$ cat config.mk
export PLATFORM = sky130hd
export DESIGN_NAME = div_sequencer
export DESIGN_NICKNAME = d
export VERILOG_FILES = /design/src/rtl/div_sequencer.sv
export SDC_FILE = /design/constraint.sdc
export NUM_CORES = 1
export LEC_CHECK = 0
export ABC_AREA = 1
export CORE_MARGIN = 1.5
export CORE_UTILIZATION = 42
export CTS_CLUSTER_SIZE = 16
export DETAILED_ROUTE_END_ITERATION = 10
export PLACE_DENSITY = 0.67
export RECOVER_POWER = 50
export SYNTH_ARGS = -nofsm -noshare
export SYNTH_HDL_FRONTEND = slang
export SYNTH_SLANG_ARGS = --single-unit
$ cat constraint.sdc
create_clock -name clock -period 6.74 [get_ports clock]
set_input_delay 2.022 -clock clock [delete_from_list [all_inputs] [get_ports clock]]
set_output_delay 2.022 -clock clock [all_outputs]
set_load 0.02 [all_outputs]
$ cat src/rtl/div_sequencer.sv
// rtl/div_sequencer.sv - multi-cycle signed 32-bit restoring divider sequencer
//
// Ports:
//   clock          : rising-edge clock
//   reset          : asynchronous active-low reset
//   ctrl_DIV       : start request, sampled on the rising edge
//   data_operandA  : dividend (two's complement), captured on an accepted start
//   data_operandB  : divisor (two's complement), captured on an accepted start
//   data_result    : quotient, registered
//   data_remainder : remainder, registered
//   data_exception : divide-by-zero / overflow flag, registered
//   data_resultRDY : one-cycle pulse marking valid outputs
//   busy           : high while iterating or sign-correcting

module div_sequencer (
    input  logic        clock,
    input  logic        reset,
    input  logic        ctrl_DIV,
    input  logic [31:0] data_operandA,
    input  logic [31:0] data_operandB,
    output logic [31:0] data_result,
    output logic [31:0] data_remainder,
    output logic        data_exception,
    output logic        data_resultRDY,
    output logic        busy
);

    typedef enum logic [1:0] {
        S_IDLE,
        S_RUN,
        S_FIX,
        S_DONE
    } state_t;

    state_t      state, next_state;
    logic        accept;
    logic        div_zero;

    logic [4:0]  iter_cnt;
    logic [31:0] quo;
    logic [31:0] rem;
    logic [31:0] abs_b;
    logic        sign_a;
    logic        sign_b;
    logic        ovf;

    logic [31:0] abs_a_in;
    logic [31:0] abs_b_in;
    logic [31:0] rem_shift;
    logic [32:0] sub_sum;
    logic        no_borrow;

    // Magnitudes wrap naturally: |0x80000000| stays 0x80000000, which fits unsigned.
    assign abs_a_in = data_operandA[31] ? (~data_operandA + 32'd1) : data_operandA;
    assign abs_b_in = data_operandB[31] ? (~data_operandB + 32'd1) : data_operandB;
    assign div_zero = (data_operandB == 32'd0);

    // Shared subtractor: R' - |B| as R' + ~|B| + 1; carry-out set means R' >= |B|.
    // R < |B| <= 2^31 keeps R' within 32 bits, so no extra remainder bit is needed.
    assign rem_shift = {rem[30:0], quo[31]};
    assign sub_sum   = {1'b0, rem_shift} + {1'b0, ~abs_b} + 33'd1;
    assign no_borrow = sub_sum[32];

    assign busy = (state == S_RUN) || (state == S_FIX);

    always_ff @(posedge clock or negedge reset) begin
        if (!reset) begin
            state <= S_IDLE;
        end else begin
            state <= next_state;
        end
    end

    always_comb begin
        next_state = state;
        accept     = 1'b0;
        case (state)
            S_IDLE: accept = ctrl_DIV;
            S_RUN:  if (iter_cnt == 5'd31) next_state = S_FIX;
            S_FIX:  next_state = S_DONE;
            S_DONE: begin
                next_state = S_IDLE;
                accept     = ctrl_DIV;
            end
            default: next_state = S_IDLE;
        endcase
        if (accept) begin
            next_state = div_zero ? S_DONE : S_RUN;
        end
    end

    always_ff @(posedge clock or negedge reset) begin
        if (!reset) begin
            iter_cnt       <= 5'd0;
            quo            <= 32'd0;
            rem            <= 32'd0;
            abs_b          <= 32'd0;
            sign_a         <= 1'b0;
            sign_b         <= 1'b0;
            ovf            <= 1'b0;
            data_result    <= 32'd0;
            data_remainder <= 32'd0;
            data_exception <= 1'b0;
            data_resultRDY <= 1'b0;
        end else if (accept) begin
            if (div_zero) begin
                data_result    <= 32'd0;
                data_remainder <= data_operandA;
                data_exception <= 1'b1;
                data_resultRDY <= 1'b1;
            end else begin
                sign_a         <= data_operandA[31];
                sign_b         <= data_operandB[31];
                ovf            <= (data_operandA == 32'h8000_0000) &&
                                  (data_operandB == 32'hFFFF_FFFF);
                abs_b          <= abs_b_in;
                quo            <= abs_a_in;
                rem            <= 32'd0;
                iter_cnt       <= 5'd0;
                data_exception <= 1'b0;
                data_resultRDY <= 1'b0;
            end
        end else begin
            case (state)
                S_RUN: begin
                    if (no_borrow) begin
                        rem <= sub_sum[31:0];
                        quo <= {quo[30:0], 1'b1};
                    end else begin
                        rem <= rem_shift;
                        quo <= {quo[30:0], 1'b0};
                    end
                    iter_cnt <= iter_cnt + 5'd1;
                end
                S_FIX: begin
                    data_result    <= (sign_a ^ sign_b) ? (~quo + 32'd1) : quo;
                    data_remainder <= sign_a ? (~rem + 32'd1) : rem;
                    data_exception <= ovf;
                    data_resultRDY <= 1'b1;
                end
                S_DONE: data_resultRDY <= 1'b0;
                default: ;
            endcase
        end
    end

endmodule

==> impl_summary.txt <==
----------------------------------------------------
[Status]
  Run status ... finished with violations
  Violated checks ... max-capacitance violations, max-slew violations

[Synth]
  Most used flip-flop cell after synthesis ... dfrtp_1
  Post-Synthesis Cell Area ... around 14000 sq um
  Number of enable-type register cells in the synthesized netlist ... 0
  Yosys reg bits ... roughly 170
  Post-synthesis area per instance ... between 6 and 7 sq um
  Count of yosys warnings during synthesis ... 0
  Post-synthesis instance total ... approximately 2.3k
  Synthesized Nets ... roughly 2.4k
  Fraction of synthesis flops using an asynchronous set or reset pin ... 100%
  Share of the yosys chip area belonging to registers ... between 30% and 40%
  Distinct cells, synth ... 42

[Floorplanning]
  Top-level I/O count ... ~130
  Die outline height ... 185 microns
  Total Die Area ... 34200 sq um
  Placement row count ... 66
  Initial Utilization ... 42.7%
  Die X ... ~190 microns
  Core outline area ... between 30000 and 40000 sq um

[STA]
  Tmin final ... about 4900 ps
  Slew margin rel. ... -124%
  Clock tree skew after final layout ... roughly 13 ps
  Number of max-slew violations in the final report ... 62
  Final hold violation count ... 0
  Final WS setup ... approximately 1900 ps
  Transition time of the tightest slew-check pin ... around 3400 ps
  Max Clk Rate ... 206 MHz
  Period Utilization, post-route ... between 70 and 80%
  Total Neg Setup Slack ... 0 ps
  RSZ-0062 raised after global routing ... no
  Setup violation total in the final timing report ... 0

[Worst setup path]
  Top fanout value on the critical path ... between 50 and 60
  Worst EP arrival ... 5150 ps
  Setup crit end kind ... flop
  Startpoint kind of the worst setup timing path ... primary input
  Type of the worst setup path ... in2reg
  Worst setup slack for register-to-register paths ... 3200 ps
  Required arrival time at the worst endpoint ... ~7000 ps
  FF-to-FF path depth ... 15

[CTS]
  Clock H-tree levels ... 4
  CTS tree ... done
  Clock tree sinks ... between 150 and 200
  Total of cells resized after clock tree synthesis ... 0
  Root buffer cell ... clkbuf_16
  Clock slew seen by the registers of the worst setup and hold paths ... ~70 ps
  Max clock buf depth ... 2
  Post-CTS repair timing setup buffer count ... 0
  Worst-Skew Late Latency ... between 400 and 500 ps
  CTS Buf Count ... 17
  Number of buffers added to fix hold violations after cts ... 0

[Route]
  Routed vias ... 14.9k
  Detail Route Antenna Nets ... 0
  Count of routing violations after the opening detailed-route iteration ... roughly 1.3k
  Router iterations before antenna repair ... 5
  Routed wirelength normalized by instance count ... about 17 microns
  DRC violations left ... 0
  Detailed Route WL ... 49.0 mm
  Via-to-Cell Ratio ... roughly 5.3

[Cells and area]
  Most common cell after layout, fill and taps aside ... nand2_1
  Layout fillers ... ~3.4k
  Layout cells sized above 1 ... between 2 and 3%
  Synth-to-layout area growth ... 16.0%
  Number of nets at the end of the flow ... 2478
  Number of antenna diodes ... 0
  Commonest cells after routing, fill and taps aside ... nand2_1 (733), inv_1 (329), nand3_1 (266)
  Final std cell area, no fill ... between 15000 and 20000 sq um

[GRT]
  Pin count of the biggest net entering global routing ... 64
  Total congestion overflow ... 0
  First-pass GRT wire length ... 76.7 mm
  Number of antenna violations at the first check in global routing ... 0
  Vias in the first global route ... between 10k and 15k
  Total routing usage reported by global routing ... roughly 29%

[Place]
  Placed standard-cell area ... 15600 sq um
  Half-perimeter wire length after placement ... between 30 and 40 mm
  Placement Setup Slack ... 1440 ps
  I/O Buffers ... about 130
  Global placement routability congestion ... 0.940

[Hold path]
  Hold Path Depth ... 2
  Worst min-delay path category ... reg2reg

[Pwr]
  Power per cell area ... roughly 460 nW/um^2
  Power share of the clock group ... 13.2%
  Leakage power total ... 8.53 nW
  Net Sw Frac ... between 50% and 60%
  Int Power ... about 0.0035 W
  Switching Power ... 0.00391 W
  Part of the total power dissipated in combinational logic ... about 63%
  Highest ir drop seen on vdd ... about 210 uV
  Sequential Power Share ... between 20% and 30%

[Flow run]
  Count of maximum capacitance violations ... 1

----------------------------------------------------
==> cell families after synthesis <==
group / synth area share, %
compound gates: 9.82
xor+xnor: 3.33
fa+ha+maj: 4.19
buf+inv: 11.6
flops: 30.9
simple gates: 40.1
==> routing by layer <==
metal | part of all wire, % | vias up | track usage, %
met5 | 0 | - | 0
met4 | 4.2 | 0 | 13.3
met3 | 5.5 | 88 | 3.19
met2 | 47 | 532 | 48.9
met1 | 44 | 6886 | 37.8
li1 | - | 7404 | -
==> cells in the mapped netlist, types with 3 or more instances <==
library cell / n / area [sq um]
inv_1: 329 / 1230
and2_1: 6 / 37.5
nand4_1: 36 / 225
a21oi_1: 54 / 270
o31ai_1: 4 / 30.0
xnor2_1: 13 / 114
inv_2: 3 / 11.3
nand2_1: 734 / 2760
dfrtp_1: 172 / 4300
buf_1: 7 / 26.3
clkbuf_1: 25 / 93.8
nor2_1: 242 / 908
o21ai_0: 141 / 706
nor2_2: 6 / 37.5
nor3_1: 33 / 165
o211ai_1: 14 / 105
nand3_1: 266 / 1330
ha_1: 45 / 563
o21ai_1: 4 / 20.0
o22ai_1: 3 / 18.8
buf_2: 29 / 145
clkinv_1: 5 / 18.8
xor2_1: 40 / 350
nand3b_1: 7 / 52.6
buf_4: 5 / 37.5
nor4_1: 4 / 25.0
a31oi_1: 18 / 113
buf_6: 4 / 45.0
==> worst max-delay path: stages <==
cell             delay (ps)
clkdlybuf4s50_1         400
buf_4                   250
inv_1                   320
nand3_1                 130
nor2_1                  120
nand2_1                 120
o21ai_4                 370
nand2_4                 420
inv_2                   730
o21ai_0                 220
==> final timing paths <==
check,from,end
setup / recovery,data_operandB[31],quo[15]$_DFFE_PN0P_
hold / removal,data_result[26]$_DFFE_PN0P_,data_result[26]$_DFFE_PN0P_
setup reg to reg,abs_b[0]$_DFFE_PN0P_,rem[24]$_DFFE_PN0P_
hold reg to reg,data_result[26]$_DFFE_PN0P_,data_result[26]$_DFFE_PN0P_
max in group asynchronous,reset,data_remainder[28]$_DFFE_PN0P_
min in group asynchronous,reset,data_remainder[4]$_DFFE_PN0P_
==> state kept, by name, indices dropped and copies added, names as in the netlist <==
register,cells
abs_b,32
data_exception,1
data_resultRDY,1
sign_b,1
ovf,1
sign_a,1
iter_cnt,5
quo,32
data_remainder,32
data_result,32
state,2
rem,32
==> power groups by stage <==
stage               logic, W  clock network [W]  registers, W
floorplan            0.00299                  0       0.00190
global placement     0.00456                  0       0.00179
detailed placement   0.00462                  0       0.00179
CTS                  0.00464           0.000985       0.00177
global route         0.00517            0.00102       0.00182
finish               0.00462           0.000973       0.00178
==> metrics by stage <==
stage          hold WS (ps)  utilization, %  power, W  instances
6_report                469            49.5   0.00736       2820
5_1_grt                 491            49.5   0.00801       2820
4_1_cts                 482            49.5   0.00740       2820
3_5_place_dp            465            47.8   0.00641       2788
3_3_place_gp            462            47.8   0.00635       2788
2_1_floorplan           449               -   0.00489       2269
==> cell type report <==
type                    instances  area (sq um)  area share, %
well taps                     442           553           3.43
flip-flops and latches        172          4300           26.7
clock buffers                  20           467           2.89
multi-input cells            1690          8020           49.7
clock inverters                12           103          0.636
inverters                     337          1260           7.84
repair buffers                147          1430           8.86
Note: power is estimated with default switching activity, not from simulation.
